**src/rtl/y86_pkg.sv**
```systemverilog
// Shared definitions for the Y86-64 SEQ control sequencer:
// status codes, instruction codes and FSM states.
package y86_pkg;

   typedef enum logic [2:0] {
      STAT_AOK = 3'd1,
      STAT_HLT = 3'd2,
      STAT_ADR = 3'd3,
      STAT_INS = 3'd4
   } stat_t;

   localparam logic [3:0] I_HALT   = 4'h0;
   localparam logic [3:0] I_NOP    = 4'h1;
   localparam logic [3:0] I_RRMOVQ = 4'h2;
   localparam logic [3:0] I_IRMOVQ = 4'h3;
   localparam logic [3:0] I_RMMOVQ = 4'h4;
   localparam logic [3:0] I_MRMOVQ = 4'h5;
   localparam logic [3:0] I_OPQ    = 4'h6;
   localparam logic [3:0] I_JXX    = 4'h7;
   localparam logic [3:0] I_CALL   = 4'h8;
   localparam logic [3:0] I_RET    = 4'h9;
   localparam logic [3:0] I_PUSHQ  = 4'hA;
   localparam logic [3:0] I_POPQ   = 4'hB;

   typedef enum logic [2:0] {
      S_IDLE,
      S_FETCH,
      S_DECODE,
      S_EXECUTE,
      S_MEMORY,
      S_WRITEBACK,
      S_PCUPD,
      S_HALT
   } state_t;

   // Instructions that touch data memory and so visit MEMORY.
   function automatic logic is_mem_icode(input logic [3:0] ic);
      return ic inside {I_RMMOVQ, I_MRMOVQ, I_CALL,
                        I_RET, I_PUSHQ, I_POPQ};
   endfunction

endpackage

```
**src/rtl/y86_seq_sequencer_if.sv**
```systemverilog
// Control/status bundle between the SEQ datapath and its sequencer.
interface y86_seq_sequencer_if;

   logic        start;
   logic        step_mode;
   logic [3:0]  icode;
   logic        instr_valid;
   logic        imem_error;
   logic        mem_ready;
   logic        dmem_error;

   logic        f_en;
   logic        d_en;
   logic        e_en;
   logic        m_en;
   logic        w_en;
   logic        pc_en;
   logic        mem_req;
   logic [2:0]  stat;
   logic        busy;
   logic        halted;
   logic [63:0] instr_count;
   logic [63:0] cycle_count;

   modport master (
      output start, step_mode, icode, instr_valid,
      output imem_error, mem_ready, dmem_error,
      input  f_en, d_en, e_en, m_en, w_en, pc_en,
      input  mem_req, stat, busy, halted,
      input  instr_count, cycle_count
   );

   modport slave (
      input  start, step_mode, icode, instr_valid,
      input  imem_error, mem_ready, dmem_error,
      output f_en, d_en, e_en, m_en, w_en, pc_en,
      output mem_req, stat, busy, halted,
      output instr_count, cycle_count
   );

endinterface

```
**src/rtl/mem_wait_timer.sv**
```systemverilog
// Bounded wait counter for the MEMORY state of the SEQ sequencer.
module mem_wait_timer #(
   parameter int unsigned MEM_TIMEOUT = 255
) (
   input  logic clk,
   input  logic reset,
   input  logic clear,
   input  logic enable,
   output logic expired
);

   localparam logic [7:0] LAST = 8'(MEM_TIMEOUT - 1);

   logic [7:0] count;

   always_ff @(posedge clk or posedge reset) begin
      if (reset) begin
         count <= '0;
      end else if (clear) begin
         count <= '0;
      end else if (enable) begin
         count <= count + 8'd1;
      end
   end

   // Fires in the waiting cycle whose increment reaches the limit.
   assign expired = enable && (count == LAST);

endmodule

```
**src/rtl/y86_seq_sequencer.sv**
```systemverilog
// Multi-cycle control FSM for the Y86-64 SEQ processor: stage strobes,
// status ownership and instruction/cycle accounting.
module y86_seq_sequencer #(
   parameter int unsigned MEM_TIMEOUT = 255
) (
   input logic clk,
   input logic reset,
   y86_seq_sequencer_if.slave bus
);

   import y86_pkg::*;

   state_t      state;
   state_t      nxt;
   stat_t       stat_q;
   stat_t       stat_nxt;
   logic [3:0]  icode_q;

   logic        f_q;
   logic        d_q;
   logic        e_q;
   logic        w_q;
   logic        pc_q;
   logic        mem_req_q;
   logic        busy_q;
   logic        halted_q;
   logic [63:0] icnt;
   logic [63:0] ccnt;

   logic        tmr_clear;
   logic        tmr_en;
   logic        tmr_expired;

   assign tmr_clear = (state == S_EXECUTE);
   assign tmr_en    = (state == S_MEMORY) && !bus.mem_ready;

   mem_wait_timer #(
      .MEM_TIMEOUT (MEM_TIMEOUT)
   ) u_timer (
      .clk     (clk),
      .reset   (reset),
      .clear   (tmr_clear),
      .enable  (tmr_en),
      .expired (tmr_expired)
   );

   always_comb begin
      nxt      = state;
      stat_nxt = stat_q;
      unique case (state)
         S_IDLE: begin
            if (bus.start) nxt = S_FETCH;
         end
         S_FETCH: begin
            if (bus.imem_error) begin
               nxt      = S_HALT;
               stat_nxt = STAT_ADR;
            end else if (!bus.instr_valid) begin
               nxt      = S_HALT;
               stat_nxt = STAT_INS;
            end else if (bus.icode == I_HALT) begin
               nxt      = S_HALT;
               stat_nxt = STAT_HLT;
            end else begin
               nxt = S_DECODE;
            end
         end
         S_DECODE: begin
            nxt = S_EXECUTE;
         end
         S_EXECUTE: begin
            nxt = is_mem_icode(icode_q) ? S_MEMORY : S_WRITEBACK;
         end
         S_MEMORY: begin
            // A data fault outranks a completion in the same cycle.
            if (bus.dmem_error) begin
               nxt      = S_HALT;
               stat_nxt = STAT_ADR;
            end else if (bus.mem_ready) begin
               nxt = S_WRITEBACK;
            end else if (tmr_expired) begin
               nxt      = S_HALT;
               stat_nxt = STAT_ADR;
            end
         end
         S_WRITEBACK: begin
            nxt = S_PCUPD;
         end
         S_PCUPD: begin
            nxt = bus.step_mode ? S_IDLE : S_FETCH;
         end
         S_HALT: begin
            nxt = S_HALT;
         end
         default: begin
            nxt = S_IDLE;
         end
      endcase
   end

   always_ff @(posedge clk or posedge reset) begin
      if (reset) begin
         state     <= S_IDLE;
         stat_q    <= STAT_AOK;
         icode_q   <= '0;
         f_q       <= 1'b0;
         d_q       <= 1'b0;
         e_q       <= 1'b0;
         w_q       <= 1'b0;
         pc_q      <= 1'b0;
         mem_req_q <= 1'b0;
         busy_q    <= 1'b0;
         halted_q  <= 1'b0;
         icnt      <= '0;
         ccnt      <= '0;
      end else begin
         state     <= nxt;
         stat_q    <= stat_nxt;
         if (state == S_FETCH) icode_q <= bus.icode;
         f_q       <= (nxt == S_FETCH);
         d_q       <= (nxt == S_DECODE);
         e_q       <= (nxt == S_EXECUTE);
         w_q       <= (nxt == S_WRITEBACK);
         pc_q      <= (nxt == S_PCUPD);
         mem_req_q <= (nxt == S_MEMORY);
         busy_q    <= !(nxt inside {S_IDLE, S_HALT});
         halted_q  <= (nxt == S_HALT);
         if (busy_q) ccnt <= ccnt + 64'd1;
         if (state == S_PCUPD) icnt <= icnt + 64'd1;
      end
   end

   assign bus.f_en        = f_q;
   assign bus.d_en        = d_q;
   assign bus.e_en        = e_q;
   assign bus.w_en        = w_q;
   assign bus.pc_en       = pc_q;
   assign bus.mem_req     = mem_req_q;
   assign bus.m_en        = mem_req_q & bus.mem_ready & ~bus.dmem_error;
   assign bus.stat        = stat_q;
   assign bus.busy        = busy_q;
   assign bus.halted      = halted_q;
   assign bus.instr_count = icnt;
   assign bus.cycle_count = ccnt;

endmodule

```
**src/flat_wrapper.sv**
```systemverilog
// flat-port wrapper written by rule: the top's interface ports become plain ports
module y86_seq_sequencer_flat import y86_pkg::*;
#(
   parameter int unsigned MEM_TIMEOUT = 255
)
  (clk, reset, bus_start, bus_step_mode, bus_icode, bus_instr_valid, bus_imem_error, bus_mem_ready, bus_dmem_error, bus_f_en, bus_d_en, bus_e_en, bus_m_en, bus_w_en, bus_pc_en, bus_mem_req, bus_stat, bus_busy, bus_halted, bus_instr_count, bus_cycle_count);
  y86_seq_sequencer_if bus_i ();
  input logic clk;
  input logic reset;
  input wire logic [$bits(bus_i.start)-1:0] bus_start;
  input wire logic [$bits(bus_i.step_mode)-1:0] bus_step_mode;
  input wire logic [$bits(bus_i.icode)-1:0] bus_icode;
  input wire logic [$bits(bus_i.instr_valid)-1:0] bus_instr_valid;
  input wire logic [$bits(bus_i.imem_error)-1:0] bus_imem_error;
  input wire logic [$bits(bus_i.mem_ready)-1:0] bus_mem_ready;
  input wire logic [$bits(bus_i.dmem_error)-1:0] bus_dmem_error;
  output wire logic [$bits(bus_i.f_en)-1:0] bus_f_en;
  output wire logic [$bits(bus_i.d_en)-1:0] bus_d_en;
  output wire logic [$bits(bus_i.e_en)-1:0] bus_e_en;
  output wire logic [$bits(bus_i.m_en)-1:0] bus_m_en;
  output wire logic [$bits(bus_i.w_en)-1:0] bus_w_en;
  output wire logic [$bits(bus_i.pc_en)-1:0] bus_pc_en;
  output wire logic [$bits(bus_i.mem_req)-1:0] bus_mem_req;
  output wire logic [$bits(bus_i.stat)-1:0] bus_stat;
  output wire logic [$bits(bus_i.busy)-1:0] bus_busy;
  output wire logic [$bits(bus_i.halted)-1:0] bus_halted;
  output wire logic [$bits(bus_i.instr_count)-1:0] bus_instr_count;
  output wire logic [$bits(bus_i.cycle_count)-1:0] bus_cycle_count;
  assign bus_i.start = bus_start;
  assign bus_i.step_mode = bus_step_mode;
  assign bus_i.icode = bus_icode;
  assign bus_i.instr_valid = bus_instr_valid;
  assign bus_i.imem_error = bus_imem_error;
  assign bus_i.mem_ready = bus_mem_ready;
  assign bus_i.dmem_error = bus_dmem_error;
  assign bus_f_en = bus_i.f_en;
  assign bus_d_en = bus_i.d_en;
  assign bus_e_en = bus_i.e_en;
  assign bus_m_en = bus_i.m_en;
  assign bus_w_en = bus_i.w_en;
  assign bus_pc_en = bus_i.pc_en;
  assign bus_mem_req = bus_i.mem_req;
  assign bus_stat = bus_i.stat;
  assign bus_busy = bus_i.busy;
  assign bus_halted = bus_i.halted;
  assign bus_instr_count = bus_i.instr_count;
  assign bus_cycle_count = bus_i.cycle_count;
  y86_seq_sequencer #(.MEM_TIMEOUT(MEM_TIMEOUT)) u_core (.clk(clk), .reset(reset), .bus(bus_i));
endmodule
```
**config.mk**
```make
export PLATFORM = sky130hd
export DESIGN_NAME = y86_seq_sequencer_flat
export DESIGN_NICKNAME = d
export VERILOG_FILES = /design/src/rtl/y86_pkg.sv /design/src/rtl/y86_seq_sequencer_if.sv /design/src/rtl/mem_wait_timer.sv /design/src/rtl/y86_seq_sequencer.sv /design/src/flat_wrapper.sv
export SDC_FILE = /design/constraint.sdc
export NUM_CORES = 1
export LEC_CHECK = 0
export ABC_AREA = 1
export CAP_MARGIN = 30
export CORE_MARGIN = 4
export CORE_UTILIZATION = 53
export DETAILED_ROUTE_END_ITERATION = 16
export PLACE_DENSITY = 0.8
export SLEW_MARGIN = 20
export SYNTH_ARGS = -nofsm -noshare
export SYNTH_HDL_FRONTEND = slang
export SYNTH_SLANG_ARGS = --single-unit
```
**constraint.sdc**
```tcl
create_clock -name clk -period 5.9 [get_ports clk]
set_input_delay 0.885 -clock clk [delete_from_list [all_inputs] [get_ports clk]]
set_output_delay 0.885 -clock clk [all_outputs]
set_load 0.02 [all_outputs]
```
======== After elaboration in Yosys (flattened, before gate mapping) ========
Index checks and enable logic that the tools add are counted.
W data, S select, Z words.
word-level totals
  register bits after elaboration ......... 154
  output and inout bits ................... 140
operators by class
  reduce and logical (&&, ||, !) cells .... 12
  add/sub/neg operators ................... 3
  eq/ne operators ......................... 24
  bitwise gates (word level) .............. 3
  muxes and demuxes ....................... 19
operators with widths
  cell                     count
  $add A64 B1 Y64 const B  2
  $mux W3                  13
  $eq A3 B3 Y1 const B     8
  $pmux W3 S8              1
  $eq A4 B4 Y1 const B     4
  $mux W8                  2
  $eq A3 B2 Y1 const B     4
  $add A8 B1 Y8 const B    1
  $eq A4 B3 Y1 const B     2
  $eq A8 B8 Y1 const B     1
  $eq A3 B1 Y1 const B     2
  $logic_not A3 Y1         2
  $pmux W3 S2              1
  $reduce_bool A2 Y1       3
  $reduce_bool A6 Y1       1
  $logic_not A4 Y1         1
  $ne A4 B3 Y1 const B     1
  $reduce_and A4 Y1        1
  $ne A3 B2 Y1 const B     1
  $ne A3 B3 Y1 const B     1
  $and A1 B1 Y1            2
  $logic_and A1 B1 Y1      2
  $logic_not A1 Y1         2
  $mux W1                  2
  $not A1 Y1               1

======== Depth between registers and ports, before layout ========
  depth after elaboration ................. 10
  depth in mapped cells ................... 12
  mapped depth without buffers ............ 12

======== Modules after synthesis ========
From an unflattened synthesis, not the netlist that was laid out.
unflattened totals
  cell total of the unflattened synthesis .. 1125
  area total of the unflattened synthesis .. 8461.9 um^2
by module, submodules not included
  module             area each (um^2)  sequential area each (um^2)  instances  cells an instance
  y86_seq_sequencer  7986.4            3629.7                       1          1065
  mem_wait_timer     475.5             200.2                        1          60

======== Worst setup path after synthesis ========
Ideal clock, no wire load.
  path kind ............................... input -> output
  start ................................... in bus_mem_ready
  end ..................................... out bus_m_en
  arrival ................................. 1205 ps
  stages on the path ...................... 2
  path slack .............................. 3810 ps
  cell sequence ........................... nand2_1 nor2_1
between the ends
  cells in the longest elaborated chain, start to end .. 2
RTL lines
  item                         RTL line                  RTL
  start, declared              flat_wrapper.sv:15        input wire logic [$bits(bus_i.mem_ready)-1:0] bus_mem_ready;
  $and A1 B1 Y1 (2 in series)  y86_seq_sequencer.sv:139  assign bus.m_en = mem_req_q & bus.mem_ready & ~bus.dmem_error;
  end, declared                flat_wrapper.sv:20        output wire logic [$bits(bus_i.m_en)-1:0] bus_m_en;
No other way between the ends.

======== Final worst setup path ========
Same ends and word-level chain as after synthesis.

==> flow_summary.json <==
{
  "io-pin-count": 152,
  "first_global_vias": 8128,
  "crit_start": "bus_mem_ready",
  "cp.arrival_ns": 2.13,
  "highest_count_cells_in_the_layout_ignoring_fill_and_taps": "sky130_fd_sc_hd__nand2_1 (322), sky130_fd_sc_hd__nor2_1 (170), sky130_fd_sc_hd__dfrtp_1 (152)",
  "numCtsBuffers": 17,
  "post_route_cells_drive_above_1_share": 0.0506,
  "final_antenna_net_count": 0,
  "num-nets-final": 1308,
  "dp_hpwl_mm": 18.3,
  "clk-insertion-delay-late_ns": 0.43,
  "synth_cell_types": 33,
  "rr_worst_depth": 8,
  "critPathCaptureType": "primary output",
  "die_w_um": 135,
  "global_route_wire_length_before_repair_mm": 39.6,
  "critPathLaunchType": "primary input",
  "ir_drop_mv": 0.203,
  "max-cap-violations": 0,
  "powerDensity_nw_per_um2": 204,
  "pwr-share-seq": 0.471,
  "period_share": 0.510,
  "period_minus_slack_ns": 3.01,
  "fmaxAchievable_ghz": 0.332,
  "critPathTopFamily": "buffers and inverters",
  "synth_seq_cells": 153,
  "setup_viol_count_final": 0,
  "drt-wirelength-per-cell_um": 15.6,
  "crit_path_top_delay_cell": "sky130_fd_sc_hd__clkdlybuf4s50_1",
  "syn_area_per_cell_um2": 7.58,
  "dp.cells": 1489,
  "postCtsResizedCells": 0,
  "vias": 8099,
  "drt_pre_antenna_iters": 5,
  "crit-reg2reg-launch": "u_core.state[0]",
  "design.core.area_um2": 15800,
  "floorplan.rows": 46,
  "clkSinkCount": 153,
  "power_leakage_uw": 0.00489,
  "maximum_number_of_pins_on_one_net_before_global_route_repair": 73,
  "clock_power_share": 0.513,
  "outcome": "complete, no violations",
  "postCtsHoldBufs": 0,
  "timing.critical_path.to": "bus_m_en",
  "seq_area_frac_synth": 0.450,
  "clock_tree_from_tritoncts": "done",
  "portBuffers": 151,
  "avgViaCountPerCell": 5.32,
  "remaining_drc_errors": 0,
  "routed_wirelength_mm": 23.8,
  "relSlewSlack": 0.359,
  "r2r_end": "u_core.bus.instr_count[9]",
  "final-hold-violation-count": 0,
  "power_frac_comb": 0.016,
  "worstPathRequired_ns": 5.02,
  "effective_utilization_at_floorplan": 0.538,
  "yosysWarnings": 0,
  "gpl.final_weighted_congestion": 0.941,
  "setup_repair_after_global_routing_missed_its_margin": "no",
  "path_cells": "clkdlybuf4s50_1, nand2_1, nor2_1, clkdlybuf4s50_1",
  "power_report.internal_total_uw": 1770,
  "power_switching_share": 0.206,
  "final_max_slew_viol_count": 0,
  "crit_buf_inv": 2,
  "regToRegSetupSlack_ns": 3.34,
  "cell_count_of_the_worst_hold_path": 2,
  "initialDrtViolationCount": 591,
  "syn_to_final_growth_pct": 28.2,
  "n_fill_cell": 1318,
  "crit_type": "primary input to primary output",
  "root_buffer": "sky130_fd_sc_hd__clkbuf_16",
  "layout.cells.most_common": "sky130_fd_sc_hd__nand2_1",
  "grt_use_total": 0.274,
  "tns_ns": 0,
  "cts.htree.levels": 4,
  "grt-ovfl-total": 0,
  "die_footprint_um2": 18200,
  "total_switching_power_uw": 460,
  "number_of_buffers_between_clock_root_and_the_deepest_sink": 2,
  "finalNonFillerCells": 1521,
  "totalPowerFinal_uw": 2230,
  "synthCells": 1124,
  "grt_antenna_before_repair": 0,
  "syn_area_um2": 8520,
  "core_util_final": 0.690,
  "critical-path-max-stage-delay_ns": 0.61,
  "vertical_die_dimension_um": 135,
  "post_cts_buffers": 0,
  "path_common_cell": "sky130_fd_sc_hd__clkdlybuf4s50_1",
  "path_clk_slew_ns": 0.06,
  "antenna_cells_inserted": 0,
  "critPathMaxFanout": 2,
  "tightest_slew_ns": 0.961,
  "min_path_type": "register to register",
  "logic_depth_of_the_worst_setup_path_including_buffers": 4,
  "skew_ns": 0.00657,
  "synth_nets": 1140
}
-- synth_stat cells --
master | n | area (um^2)
sky130_fd_sc_hd__nand3_2 | 1 | 10.0
sky130_fd_sc_hd__buf_6 | 1 | 11.3
sky130_fd_sc_hd__nor4_1 | 2 | 12.5
sky130_fd_sc_hd__nand4_2 | 1 | 12.5
sky130_fd_sc_hd__nand2_1 | 322 | 1210
sky130_fd_sc_hd__xnor2_1 | 41 | 359
sky130_fd_sc_hd__nand4_4 | 1 | 21.3
sky130_fd_sc_hd__inv_2 | 1 | 3.75
sky130_fd_sc_hd__buf_4 | 2 | 15.0
sky130_fd_sc_hd__dfrtp_1 | 152 | 3800
sky130_fd_sc_hd__inv_1 | 134 | 503
sky130_fd_sc_hd__nand3b_1 | 22 | 165
sky130_fd_sc_hd__ha_1 | 4 | 50.1
sky130_fd_sc_hd__nor3_1 | 39 | 195
sky130_fd_sc_hd__nand2_2 | 4 | 25.0
sky130_fd_sc_hd__dfstp_2 | 1 | 26.3
sky130_fd_sc_hd__o21a_1 | 1 | 7.51
sky130_fd_sc_hd__buf_2 | 1 | 5.00
sky130_fd_sc_hd__nor3_2 | 2 | 20.0
sky130_fd_sc_hd__nand4_1 | 50 | 313
sky130_fd_sc_hd__nor2_1 | 170 | 638
sky130_fd_sc_hd__nand3_1 | 76 | 380
sky130_fd_sc_hd__and3_1 | 1 | 6.26
sky130_fd_sc_hd__nor2_2 | 15 | 93.8
sky130_fd_sc_hd__o21ai_0 | 13 | 65.1
sky130_fd_sc_hd__xor2_1 | 43 | 377
sky130_fd_sc_hd__nor3_4 | 1 | 16.3
sky130_fd_sc_hd__o211ai_1 | 1 | 7.51
sky130_fd_sc_hd__and2_1 | 2 | 12.5
sky130_fd_sc_hd__a21oi_1 | 11 | 55.1
sky130_fd_sc_hd__a22oi_1 | 1 | 7.51
sky130_fd_sc_hd__nor2_4 | 7 | 78.8
sky130_fd_sc_hd__mux2_2 | 1 | 11.3
-- power by group through the flow --
| stage | logic, uW | registers, uW | clock network, uW |
|---|---|---|---|
| 6_report | 34.9 | 1050 | 1140 |
| 5_1_grt | 41.0 | 1050 | 1200 |
| 4_1_cts | 36.6 | 1050 | 1160 |
| 3_5_place_dp | 36.5 | 1070 | 0 |
| 3_3_place_gp | 33.4 | 1070 | 0 |
| 2_1_floorplan | 18.5 | 1070 | 0 |
-- state kept, by name, summed over array words and instances, names as in the netlist, 3 cells and up --
name                    cells
u_core.bus.cycle_count     64
u_core.bus.instr_count     64
u_core.state                3
u_core.icode_q              3
u_core.u_timer.count        8
u_core.bus.stat             3
-- per-stage QoR --
step | area (um^2) | hold WS [ns] | setup slack [ns]
after floorplan | 8520 | 0.433 | 0.895
after global placement | 10300 | 0.455 | 2.92
after detailed placement | 10300 | 0.469 | 2.90
after CTS | 10900 | 0.480 | 2.90
after global routing | 10900 | 0.515 | 2.88
final | 10900 | 0.479 | 2.89
-- layout make-up --
| type | instances | area (um^2) | share of cell area |
|---|---|---|---|
| Inverter | 135 | 512 | 0.0469 |
| Sequential cell | 153 | 3830 | 0.351 |
| Tap cell | 216 | 270 | 0.0248 |
| Timing Repair Buffer | 153 | 1550 | 0.142 |
| Clock inverter | 11 | 171 | 0.0157 |
| Clock buffer | 21 | 440 | 0.0403 |
| Multi-Input combinational cell | 832 | 4150 | 0.380 |
-- tightest hold or removal path, cell delays in order (launching register included) --
cell	delay [ns]
sky130_fd_sc_hd__dfstp_2	0.37
sky130_fd_sc_hd__inv_1	0.05
sky130_fd_sc_hd__a21oi_1	0.06
-- metal layers --
layer / share of wire / vias to the layer above / track usage
met3: 0.064 / 65 / 0.0473
met5: 0 / - / 0
met4: 0.037 / 0 / 0.123
met1: 0.41 / 3786 / 0.348
li1: - / 3910 / -
met2: 0.49 / 338 / 0.459
-- kinds of logic (layout without fill, tap and decap cells) --
kind of cell	count (synthesis)	count (layout)	synth area share
and+or+nand+nor	716	716	0.377
DFF	153	153	0.450
buffers and inverters	139	320	0.0632
xor gates and xnor gates	84	84	0.0864
AOI/OAI and AO/OA	27	27	0.0167
adders and majority gates	4	4	0.00588
muxes	1	1	0.00132
-- worst min-delay path by stage --
stage | endpoint | start
3_5_place_dp | u_core.bus.stat[0] | u_core.bus.stat[0]
2_1_floorplan | u_core.u_timer.count[5] | u_core.u_timer.count[5]
4_1_cts | u_core.bus.stat[0] | u_core.bus.stat[0]
5_1_grt | u_core.bus.stat[2] | u_core.bus.stat[2]
3_3_place_gp | u_core.u_timer.count[5] | u_core.u_timer.count[5]
6_report | u_core.bus.stat[0] | u_core.bus.stat[0]
No activity file was read; power rests on OpenSTA's default activity.
